### config.mk
export PLATFORM = sky130hd
export DESIGN_NAME = multi_channel_clock_divider
export DESIGN_NICKNAME = d
export VERILOG_FILES = /design/src/rtl/clkdiv_pkg.sv /design/src/rtl/clkdiv_channel.sv /design/src/rtl/multi_channel_clock_divider.sv
export SDC_FILE = /design/constraint.sdc
export NUM_CORES = 1
export LEC_CHECK = 0
export ABC_AREA = 0
export ABC_CLOCK_PERIOD_IN_PS = 2800
export CAP_MARGIN = 10
export CORE_MARGIN = 3
export CORE_UTILIZATION = 57
export DETAILED_ROUTE_END_ITERATION = 7
export MAX_ROUTING_LAYER = met4
export PLACE_DENSITY = 0.81
export REMOVE_ABC_BUFFERS = 1
export SLEW_MARGIN = 20
export SYNTH_ARGS = -nofsm -noshare
export SYNTH_HDL_FRONTEND = slang
export SYNTH_HIERARCHICAL = 1
export SYNTH_SLANG_ARGS = --single-unit
### constraint.sdc
create_clock -name i_clock -period 2.8 [get_ports i_clock]
set_input_delay 0.56 -clock i_clock [delete_from_list [all_inputs] [get_ports i_clock]]
set_output_delay 0.56 -clock i_clock [all_outputs]
set_load 0.01 [all_outputs]
### src/rtl/clkdiv_pkg.sv
// Shared constants and helpers for the multi-channel clock divider.
package clkdiv_pkg;

   localparam logic MODE_TOGGLE   = 1'b0;
   localparam logic MODE_PULSE    = 1'b1;
   localparam int   DEFAULT_CNT_W = 32;

   // Channel-select width; a single channel still needs a 1-bit select.
   function automatic int ch_width(input int n);
      return (n <= 1) ? 1 : $clog2(n);
   endfunction

endpackage

### src/rtl/clkdiv_channel.sv
// One divider channel: counter, programmable divisor/mode, registered out_clk and tick.
module clkdiv_channel
   import clkdiv_pkg::*;
#(
   parameter int unsigned             CNT_W       = DEFAULT_CNT_W,
   parameter logic [CNT_W-1:0]        DEFAULT_DIV = CNT_W'(50000)
) (
   input  logic             i_clock,
   input  logic             i_reset_n,
   input  logic             i_en,
   input  logic             i_sync,
   input  logic             i_load,
   input  logic [CNT_W-1:0] i_load_div,
   input  logic             i_load_mode,
   output logic             o_out_clk,
   output logic             o_tick
);

   logic [CNT_W-1:0] r_count;
   logic [CNT_W-1:0] r_div;
   logic             r_mode;
   logic             r_out_clk;
   logic             r_tick;
   logic             w_terminal;

   // div==0 is excluded here and handled as the idle case below.
   assign w_terminal = (r_div != '0) && (r_count == r_div - CNT_W'(1));

   always_ff @(posedge i_clock or negedge i_reset_n) begin
      if (!i_reset_n) begin
         r_count   <= '0;
         r_div     <= DEFAULT_DIV;
         r_mode    <= MODE_TOGGLE;
         r_out_clk <= 1'b0;
         r_tick    <= 1'b0;
      end else if (i_load) begin
         r_div     <= i_load_div;
         r_mode    <= i_load_mode;
         r_count   <= '0;
         r_out_clk <= 1'b0;
         r_tick    <= 1'b0;
      end else if (i_sync || (r_div == '0)) begin
         r_count   <= '0;
         r_out_clk <= 1'b0;
         r_tick    <= 1'b0;
      end else if (!i_en) begin
         r_tick <= 1'b0;
         if (r_mode == MODE_PULSE)
            r_out_clk <= 1'b0;
      end else if (w_terminal) begin
         r_count   <= '0;
         r_tick    <= 1'b1;
         r_out_clk <= (r_mode == MODE_PULSE) ? 1'b1 : ~r_out_clk;
      end else begin
         r_count <= r_count + CNT_W'(1);
         r_tick  <= 1'b0;
         if (r_mode == MODE_PULSE)
            r_out_clk <= 1'b0;
      end
   end

   assign o_out_clk = r_out_clk;
   assign o_tick    = r_tick;

endmodule

### src/rtl/multi_channel_clock_divider.sv
// NUM_CH independent runtime-programmable dividers behind a single config write port.
module multi_channel_clock_divider
   import clkdiv_pkg::*;
#(
   parameter int unsigned      NUM_CH      = 4,
   parameter int unsigned      CNT_W       = DEFAULT_CNT_W,
   parameter logic [CNT_W-1:0] DEFAULT_DIV = CNT_W'(50000),
   parameter int unsigned      CH_W        = ch_width(NUM_CH)
) (
   input  logic              i_clock,
   input  logic              i_reset_n,
   input  logic [NUM_CH-1:0] i_en,
   input  logic              i_sync,
   input  logic              i_cfg_valid,
   input  logic [CH_W-1:0]   i_cfg_ch,
   input  logic [CNT_W-1:0]  i_cfg_div,
   input  logic              i_cfg_mode,
   output logic              o_cfg_err,
   output logic [NUM_CH-1:0] o_out_clk,
   output logic [NUM_CH-1:0] o_tick
);

   logic [NUM_CH-1:0] w_load;
   logic              w_bad_ch;
   logic              r_cfg_err;

   // Extra bit keeps the compare meaningful when NUM_CH is a power of two.
   assign w_bad_ch = i_cfg_valid && ({1'b0, i_cfg_ch} >= (CH_W+1)'(NUM_CH));

   always_ff @(posedge i_clock or negedge i_reset_n) begin
      if (!i_reset_n)
         r_cfg_err <= 1'b0;
      else
         r_cfg_err <= w_bad_ch;
   end

   assign o_cfg_err = r_cfg_err;

   for (genvar i = 0; i < NUM_CH; i++) begin : g_ch
      assign w_load[i] = i_cfg_valid && (i_cfg_ch == CH_W'(i));

      clkdiv_channel #(
         .CNT_W       (CNT_W),
         .DEFAULT_DIV (DEFAULT_DIV)
      ) u_ch (
         .i_clock     (i_clock),
         .i_reset_n   (i_reset_n),
         .i_en        (i_en[i]),
         .i_sync      (i_sync),
         .i_load      (w_load[i]),
         .i_load_div  (i_cfg_div),
         .i_load_mode (i_cfg_mode),
         .o_out_clk   (o_out_clk[i]),
         .o_tick      (o_tick[i])
      );
   end

endmodule
======== Yosys cells after proc, flatten, opt, wreduce, memory -nomap -nowiden ========
Index checks and enable logic that the tools add are counted.
cells by class
  add/subtract/negate cells ............... 8
  equality and inequality tests ........... 7
  mux-type cells .......................... 56
  bitwise logic cells ..................... 4
  reductions and logical operators ........ 25
operators with widths
  cell                                                  number
  2-to-1 mux 32 bit                                     16
  adder 32 x 1 -> 32 bit (second input constant)        4
  equality test 32 bit                                  4
  logical NOT 32 bit                                    4
  nonzero test 32 bit                                   4
  subtractor 32 x 1 -> 32 bit (second input constant)   4
  2-to-1 mux 1 bit                                      40
  nonzero test 3 bit                                    4
  logical AND 1 bit                                     8
  equality test 2 bit (second input constant)           2
  logical OR 1 bit                                      4
  inverter 1 bit                                        4
  equality test 2 x 1 -> 1 bit (second input constant)  1
  logical NOT 2 bit                                     1
word-level totals
  bits in registers ....................... 268
  input port bits ......................... 43
  output and inout bits ................... 9

======== Longest topological paths before layout ========
Gate-level depths: netlist of run 1.
  word-level depth ........................ 7
  mapped depth ............................ 11
  mapped depth without buffers ............ 10

======== Cells and area by module ========
Netlist of run 1, hierarchy kept.
modules (own cells, without submodules)
  module                              instances  cells each  area an instance (um2)  seq. area each (um2)
  clkdiv_channel at g_ch[0].u_ch ...  3          524         4672.0                  1684.1
  clkdiv_channel at g_ch[3].u_ch      1          474         4332.9                  1684.1
  multi_channel_clock_divider         1          6           48.8                    0.0

======== Least setup slack after synthesis of run 1 ========
OpenSTA, ideal clock, no wires.
  path type ............................... reg-to-reg
  start ................................... register g_ch[0].u_ch.r_div[14]
  end ..................................... register g_ch[0].u_ch.r_tick
  setup time .............................. 0.072 ns
  arrival ................................. 2.961 ns
  data required time ...................... 2.728 ns
  setup slack ............................. -0.233 ns
  cell stages (with the launch flop) ...... 11
  period minus slack after synthesis ...... 3.033 ns
  path through ............................ dfstp_2 clkbuf_1 nor4_1 nand4b_1 nor4_1 xnor2_1 nand2_1 or4b_1 buf_2 or4_1 nor2_1
on the way
  cells in the longest elaborated chain, start to end .. 7
ends and longest elaborated chain
  item                         line                  text
  from (decl)                  clkdiv_channel.sv:20  logic [CNT_W-1:0] r_div;
  from (signal assigned)       clkdiv_channel.sv:37  r_div <= i_load_div;
  subtractor 32 x 1 -> 32 bit  clkdiv_channel.sv:27  assign w_terminal = (r_div != '0) && (r_count == r_div - CNT_W'(1));
  equality test 32 bit         clkdiv_channel.sv:27
  logical AND 1 bit            clkdiv_channel.sv:27
  2-to-1 mux 1 bit             clkdiv_channel.sv:50  end else if (w_terminal) begin
  2-to-1 mux 1 bit             clkdiv_channel.sv:46  end else if (!i_en) begin
  2-to-1 mux 1 bit (*)         clkdiv_channel.sv:42  end else if (i_sync || (r_div == '0)) begin
  2-to-1 mux 1 bit (*)         clkdiv_channel.sv:36  end else if (i_load) begin
  to (signal assigned)         clkdiv_channel.sv:35  r_tick <= 1'b0;
  to (signal assigned)         clkdiv_channel.sv:47  r_tick <= 1'b0;
  to (signal assigned)         clkdiv_channel.sv:52  r_tick <= 1'b1;
  to (decl)                    clkdiv_channel.sv:23  logic r_tick;
Mark *: on every way between the ends. The rest lies on a longest branch, timed or not.
A chain may end at the register's enable or synchronous reset.

======== Final worst setup path of run 1 ========
  start ................................... register g_ch[3].u_ch.r_div[7]
  end ..................................... register g_ch[3].u_ch.r_count[3]
on the way
  cells in the longest elaborated chain, start to end .. 7
ends and longest elaborated chain
  item                         line                  text
  from (decl)                  clkdiv_channel.sv:20
  from (signal assigned)       clkdiv_channel.sv:37
  subtractor 32 x 1 -> 32 bit  clkdiv_channel.sv:27
  equality test 32 bit         clkdiv_channel.sv:27
  logical AND 1 bit            clkdiv_channel.sv:27
  2-to-1 mux 32 bit            clkdiv_channel.sv:50
  2-to-1 mux 32 bit            clkdiv_channel.sv:46
  2-to-1 mux 32 bit            clkdiv_channel.sv:42
  2-to-1 mux 32 bit            clkdiv_channel.sv:36
  to (signal assigned)         clkdiv_channel.sv:55  r_count <= r_count + CNT_W'(1);
  to (decl)                    clkdiv_channel.sv:19  logic [CNT_W-1:0] r_count;
Several ways; a longest one is shown, not always the timed one. The select of a mux whose other input is x is not followed.

==> results.md, run 1 <==
* Ys flop type: dfrtp_1
* Synthesis-to-finish area growth at 34.1%
* Clock Skews at between 0.02 and 0.025 ns
* Cell repeated most along the worst path: nor3_4
* Dpl hpwl at 42.9 mm
* Remaining antenna violation count at 0
* Register area share after synthesis at roughly 37%
* Ys Warns at 6
* Critical path arrival at between 3 and 4 ns
* Reg-to-reg slack, setup at -0.24 ns
* Nature of the critical path endpoint: register
* Initial core utilization at 58.0%
* Critical Path Source Type: register
* Cell family with most CP delay: simple AND/OR/NAND/NOR gates
* Final WS setup at -0.236 ns
* All-Layer GR Usage at between 30% and 40%
* Req. time, crit path at 3.23 ns
* Clock sinks at between 200 and 300
* Synthesized instance count at about 2,000
* Hold path startpoint: g_ch[2].u_ch/r_mode
* Slowest stage cell, crit path: a2111o_2
* Setup Crit Path Kind: register to register
* Crit Reg-Reg Startpoint: g_ch[3].u_ch/r_div[7]
* Worst-margin pin slew at between 1 and 1.5 ns
* Max clock buf depth at 3
* Cell area after synthesis at between 0.015 and 0.02 mm2
* Synth top area share at about a third
* Core area at around 0.032 mm2
* PwrDens at approximately 530 mW/mm2
* Rel. slew slack at a little over a quarter
* DRT iter0 DRCs at around 1,900
* Tmin final at roughly 3.0 ns
* Initial antenna violation count at 6
* Final TNS setup at -13.06 ns
* WHS at between 0.5 and 0.6 ns
* HP Class: register to register
* Synth Register Bits at between 200 and 300
* Final #Nets at around 2,500
* CTS clock-pin slew for the worst setup and hold paths at about 0.06 ns
* Largest net degree at the start of global routing at 80
* Crit path cell chain: buf_4, nor3_4, nand4_4, or4_1, a21oi_1, o21ai_1, a2111o_2, nor3_4, buf_6, buf_16, nor3_2
* GRT overflow at 0
* Gpl congestion at roughly 1
* Asr flop ratio synth at between 90% and 100%
* # DRC at 0
* Commonest cells in the synthesized netlist: dfrtp_1, nand2_1, nor3_1
* WP buf/inv at 3
* Outcome: finished, violations left
* Mean post-synth cell area at ~9.0 um2
* Crit path launch: g_ch[3].u_ch/r_div[7]
* CTS Buf Count at 30
* Main area contributors after synthesis: dfrtp_1, mux2_2, xor2_1, nor3_1, xnor2_1
* Via count at ~19,000
* Synth area leader: dfrtp_1
* Final Max Tran Viols at 0
* Unrepaired setup endpoints after global routing: true
* H-tree depth at 1
* Area occupied by registers at about 0.0067 mm2
* Number of synthesized flops with an enable pin at 0
* Maximum fanout along the worst path at 6
* Post-synth cell types at around 80
* Placed insts at between 2,000 and 3,000
* Max Cap Viol at 0
* Final hold vios at 0
* Die Footprint at between 0.03 and 0.04 mm2
* Avg WL per Cell at 22.6 um
* Top-count cell post-synth: dfrtp_1
* Initial DRT Pass Iterations at 6
* Fmax at 329 MHz
* Clock Tree Root: clkbuf_16
* Area of the multi-input gates at between 0.01 and 0.015 mm2
* Vias in the first global route at 18,100
* Fillers at slightly below 2,000
* Failing checks: negative setup slack
* Max stage delay on crit path at approximately 0.54 ns
* Drt via density at about 6.7
* First-pass GRT wire length at between 90 and 100 mm
* VDD IR max at just under 0.6 mV
* Routed wire length at 64.0 mm
* TritonCTS clock tree: built
* Layout cells sized above 1 at between 30% and 40%
* Period utilisation layout at 108%
* Die Width at 186 um
* Port Buffers at 50
* Die H at approximately 190 um
* Leakage at 9.77 nW
* Non-filler cells, final at about 2,800
* Num ports at 52
* Setup violations, final at between 100 and 150
* Worst-Skew Late Latency at between 0.5 and 0.6 ns
* # rows at 65
## layer usage
layer | global-route usage [%] | routed length [um]
met2 | 59.1 | 31200
met5 | - | 0
met1 | 46.0 | 24800
met3 | 4.38 | 5110
met4 | 12.9 | 2960
## final cells by class
| type | instances | share of cell area [%] |
|---|---|---|
| inverter | 46 | 0.700 |
| antenna | 3 | 0.0304 |
| sequential | 268 | 27.3 |
| clock buffer | 44 | 3.67 |
| clock inverter | 12 | 0.604 |
| multi-input combinational | 1595 | 49.5 |
| tap | 402 | 2.04 |
| timing repair buffer | 467 | 16.1 |
## power by group
part | total (mW) | internal (mW) | switching [mW]
sequential | 4.75 | 4.29 | 0.460
combinational | 4.07 | 1.97 | 2.10
clock | 4.21 | 2.51 | 1.71
## logic make-up after synthesis
group / count (synthesis) / share of synthesized area, %
AND/OR/NAND/NOR: 942 / 28.9
other: 1 / 0.0204
XOR/XNOR: 223 / 10.8
adder cells (fa/ha/maj): 12 / 0.816
buffers and inverters: 189 / 4.37
flip-flops: 268 / 36.6
AO/OA/AOI/OAI: 279 / 10.1
multiplexers: 138 / 8.35
## worst register-to-register path: stages, from the launching register on
cell      delay (ns)
dfrtp_2         0.44
buf_4           0.15
nor3_4          0.24
nand4_4         0.20
or4_1           0.51
a21oi_1         0.18
o21ai_1         0.08
a2111o_2        0.54
nor3_4          0.20
buf_6           0.17
buf_16          0.14
nor3_2          0.05
## state kept, by name, indices dropped and copies added, names as in the netlist
| register | cells |
|---|---|
| g_ch.u_ch/o_out_clk | 4 |
| g_ch.u_ch/r_count | 128 |
| g_ch.u_ch/o_tick | 4 |
| g_ch.u_ch/r_div | 128 |
| g_ch.u_ch/r_mode | 4 |
## layout by cell type, fill, tap and decap left out, types with 24 or more instances in the layout
cell             netlist  routed
inv_1                 46      38
dfstp_2               24      24
buf_6                  6      29
nor3_1               177     124
clkbuf_16              0      32
o211ai_1              24      24
and3_1                27      27
nor3_2                 3      38
a21oi_1               51      43
nor2_1               104      98
xor2_1               124     122
nand2b_1              25      25
nand4_1               87      87
nand3_1               95      91
xnor2_1               96      96
nand2_1              181     176
mux2_2               124     124
nor4_1                73      53
clkdlybuf4s50_1        0      49
dfrtp_1              244     239
buf_4                  2     368
o21ai_0               63      39
## path summary, 6_finish.rpt
kind	cells past startpoint	to
max	11	g_ch[3].u_ch/r_count[3]
min	1	g_ch[2].u_ch/r_mode
max reg2reg	11	g_ch[3].u_ch/r_count[3]
min reg2reg	1	g_ch[2].u_ch/r_mode
max in group asynchronous	3	g_ch[3].u_ch/r_div[15]
min in group asynchronous	2	g_ch[0].u_ch/r_count[7]
## timing repair
item / in CTS / in global routing
resized for setup: 148 / 184
gates cloned: 4 / 3
buffers inserted: 48 / 26
pin swaps: 72 / 92
hold endpoints to repair: 1 / 0
endpoints found under the setup margin: 135 / 136
hold buffers: 1 / 0
## metrics by stage
step           utilization (%)  area [um2]  setup WS [ns]  power (mW)
4_1_cts                   74.4       23600         -0.119        12.7
3_3_place_gp              67.5       21400         -0.209        8.01
5_1_grt                   77.8       24700         -0.324        13.5
2_1_floorplan                -       17800         -0.636        6.46
6_report                  77.8       24700         -0.236        13.0
3_5_place_dp              67.5       21400         -0.336        8.15
Power figures use the tool's default switching activity.
==> run 2: changes to the inputs <==
ABC_CLOCK_PERIOD_IN_PS = 3480   (was 2800)
CORE_UTILIZATION = 63   (was 57)
PLACE_DENSITY = 0.84   (was 0.81)
clock period = 3.48 ns   (was 2.8 ns; I/O delays follow)
==> run 2 against run 1 <==
Net effect: the flow now finishes without violations; clock power fell by 25%; register-to-register slack improved by 0.39 ns; design area fell by 17%; critical path depth fell by 3; worst setup slack improved by 0.39 ns; first-iteration DRC count fell by 8.7%; worst hold slack got worse by 0.45 ns; flip-flop and latch count did not move.
==> results.md, run 2 (synthesis results as in run 1) <==
* Outcome: complete, no violations
* Fmax at 301 MHz (-8.6%)
* Synthesis-to-finish area growth at 10.8%
* FF-to-FF path depth at 8 (-3)
* Rel. slew slack at 31.3% (+4.0 points)
* Comb pwr share at 21.5% (-9.7 points)
* Period utilisation layout at 95.5% (-13 points)
* Final WS setup at 0.157 ns (+0.393 ns)
* Fillers at 2,166 (+9.8%)
* Core area at 0.0283 mm2 (-11%)
* Sw Share at 31.9% (-0.84 points)
* Via count at 16,600 (-12%)
* Req. time, crit path at 3.96 ns (+0.73 ns)
* DRT iter0 DRCs at 1,735 (-8.7%)
* Maximum fanout along the worst path at 7 (+1)
* Initial core utilization at 65.0% (+7.0 points)
* Setup Crit Path Kind: register to register
* Unrepaired setup endpoints after global routing: true
* Pre-CTS setup slack at 0.0827 ns (+0.419 ns)
* Setup violations, final at 0 (-100%)
* Crit Reg-Reg Startpoint: g_ch[1].u_ch/r_div[11]
* HP Class: input pin to async pin
* H-tree depth at 1 (unchanged)
* NetSw at 2.92 mW (-32%)
* Reg-to-reg slack, setup at 0.16 ns (+0.39 ns)
* Die Width at 177 um (-4.7%)
* Diode count at 0 (-3)
* PwrDens at 448 mW/mm2 (-15%)
* Nature of the critical path endpoint: register
* Final #Nets at 2,122 (-14%)
* Worst-Skew Late Latency at 0.58 ns (about the same)
* All-Layer GR Usage at 34.5% (-1.4 points)
* Remaining antenna violation count at 0 (unchanged)
* Flop pwr share at 43.9% (+7.4 points)
* Clock power frac at 34.6% (+2.3 points)
* Leakage at 7.72 nW (-21%)
* Vias in the first global route at 16,000 (-12%)
* Final Max Tran Viols at 0 (unchanged)
* Tmin final at 3.32 ns (+0.287 ns)
* Critical path arrival at 3.81 ns (+0.34 ns)
* VDD IR max at 0.485 mV (-16%)
* Final hold vios at 0 (unchanged)
* Design Power at 9.14 mW (-30%)
* Hold-fix buffers, CTS at 0 (-1)
* First-pass GRT wire length at 85.0 mm (-12%)
* Gpl congestion at 0.970 (-2.9%)
* Die Footprint at 0.0313 mm2 (-9.2%)
* CTS Buf Count at 29 (-3.3%)
* CTS clock-pin slew for the worst setup and hold paths at 0.06 ns (about the same)
* Largest net degree at the start of global routing at 75 (-6.3%)
* Max Cap Viol at 0 (unchanged)
* Avg WL per Cell at 21.4 um (-5.2%)
* TritonCTS clock tree: built
* Clock Skews at 0.0342 ns (+0.0108 ns)
* Initial antenna violation count at 0 (-6)
* Placed insts at 2,408 (-11%)
* GRT overflow at 0 (unchanged)
* Dpl hpwl at 38.1 mm (-11%)
* Max clock buf depth at 3 (unchanged)
* Clock sinks at 268 (unchanged)
* Non-filler cells, final at 2,468 (-13%)
* Clock Tree Root: clkbuf_16
* Worst-margin pin slew at 1.02 ns (-0.0595 ns)
* Biggest regs: g_ch.u_ch/r_count (128), g_ch.u_ch/r_div (128)
* Finished Core Util at 72.0% (-5.8 points)
* Reg2reg end: g_ch[1].u_ch/o_tick
* Critical Path Source Type: register
* Routed wire length at 52.8 mm (-18%)
* Die H at 177 um (-4.7%)
* Internal power at 6.23 mW (-29%)
* Initial DRT Pass Iterations at 6 (unchanged)
* # DRC at 0 (unchanged)
* Port Buffers at 50 (unchanged)
* Layout cells sized above 1 at 15.7% (-20 points)
* Num ports at 52 (unchanged)
* Most frequent cells in the layout: dfrtp_1, nand2_1, nor3_1
* Drt via density at 6.74 (+1.3%)
* # rows at 61 (-6.2%)
* Commonest non-fill, non-tap cell in the layout: dfrtp_1
run 2: cell types whose count changed in the layout (fill, tap and decap cells not counted), sizes merged:
cell	change
buf	-338
bufinv	-1
clkbuf	-3
clkinv	+3
clkinvlp	-3
diode	-3
dlygate4sd3	-1
inv	+1
run 2: critical path, cell delays in order, from the launching register on:
cell,delay [ns]
dfrtp_1,0.46
nor4_4,0.49
nand4b_1,0.31
nor4_1,0.45
xnor2_1,0.19
nand2_1,0.08
or4b_1,0.63
or4_1,0.56
nor2_1,0.09
run 2: worst max path at each step:
| stage | startpoint | endpoint | slack (ns) | cells past startpoint |
|---|---|---|---|---|
| finish | g_ch[1].u_ch/r_div[11] | g_ch[1].u_ch/o_tick | 0.16 | 8 |
| global route | g_ch[1].u_ch/r_div[11] | g_ch[1].u_ch/r_count[16] | -0.03 | 8 |
| CTS | g_ch[1].u_ch/r_div[0] | g_ch[1].u_ch/o_tick | 0.03 | 10 |
| detailed placement | g_ch[1].u_ch/r_div[0] | g_ch[1].u_ch/o_tick | 0.08 | 10 |
| global placement | g_ch[2].u_ch/r_div[0] | g_ch[2].u_ch/o_out_clk | 0.20 | 11 |
| floorplan | g_ch[3].u_ch/r_div[0] | g_ch[3].u_ch/o_tick | 0.04 | 10 |
run 2: repair_timing:
| item | CTS | global route |
|---|---|---|
| setup endpoints to repair | 0 | 71 |
| setup buffers | 0 | 6 |
| gates resized for setup | 0 | 8 |
run 2: power by group through the flow:
stage / combinational, mW / clock (mW) / sequential [mW]
finish: 1.96 / 3.16 / 4.02
detailed placement: 1.90 / 0 / 4.05
CTS: 1.92 / 3.22 / 3.99
global placement: 1.85 / 0 / 4.03
floorplan: 1.30 / 0 / 3.91
global route: 2.14 / 3.34 / 4.06
run 2: layout make-up:
type / count / area (um2) / area share, %
clock buffers: 42 / 865 / 4.24
clock inverters: 12 / 128 / 0.626
inverters: 46 / 173 / 0.847
multi-input cells: 1595 / 10900 / 53.5
flip-flops and latches: 268 / 6740 / 33.0
well taps: 378 / 473 / 2.32
repair buffers: 127 / 1110 / 5.44
run 2: routing by layer:
layer	wire, um	global-route usage, %	part of all wire, %	up-vias
li1	-	-	-	7579
met1	22200	46.3	42	8270
met2	25200	55.5	48	677
met3	4040	4.89	7.6	105
met4	1390	8.90	2.6	0
met5	0	-	0	-
run 2: metrics by stage:
stage / TNS [ns] / area, um2 / hold slack (ns)
after floorplan: 0 / 17800 / 0.400
after global placement: 0 / 19300 / 0.502
after detailed placement: 0 / 19300 / 0.507
after CTS: 0 / 20300 / 0.0840
after global routing: -0.0300 / 20400 / 0.110
final: 0 / 20400 / 0.0984
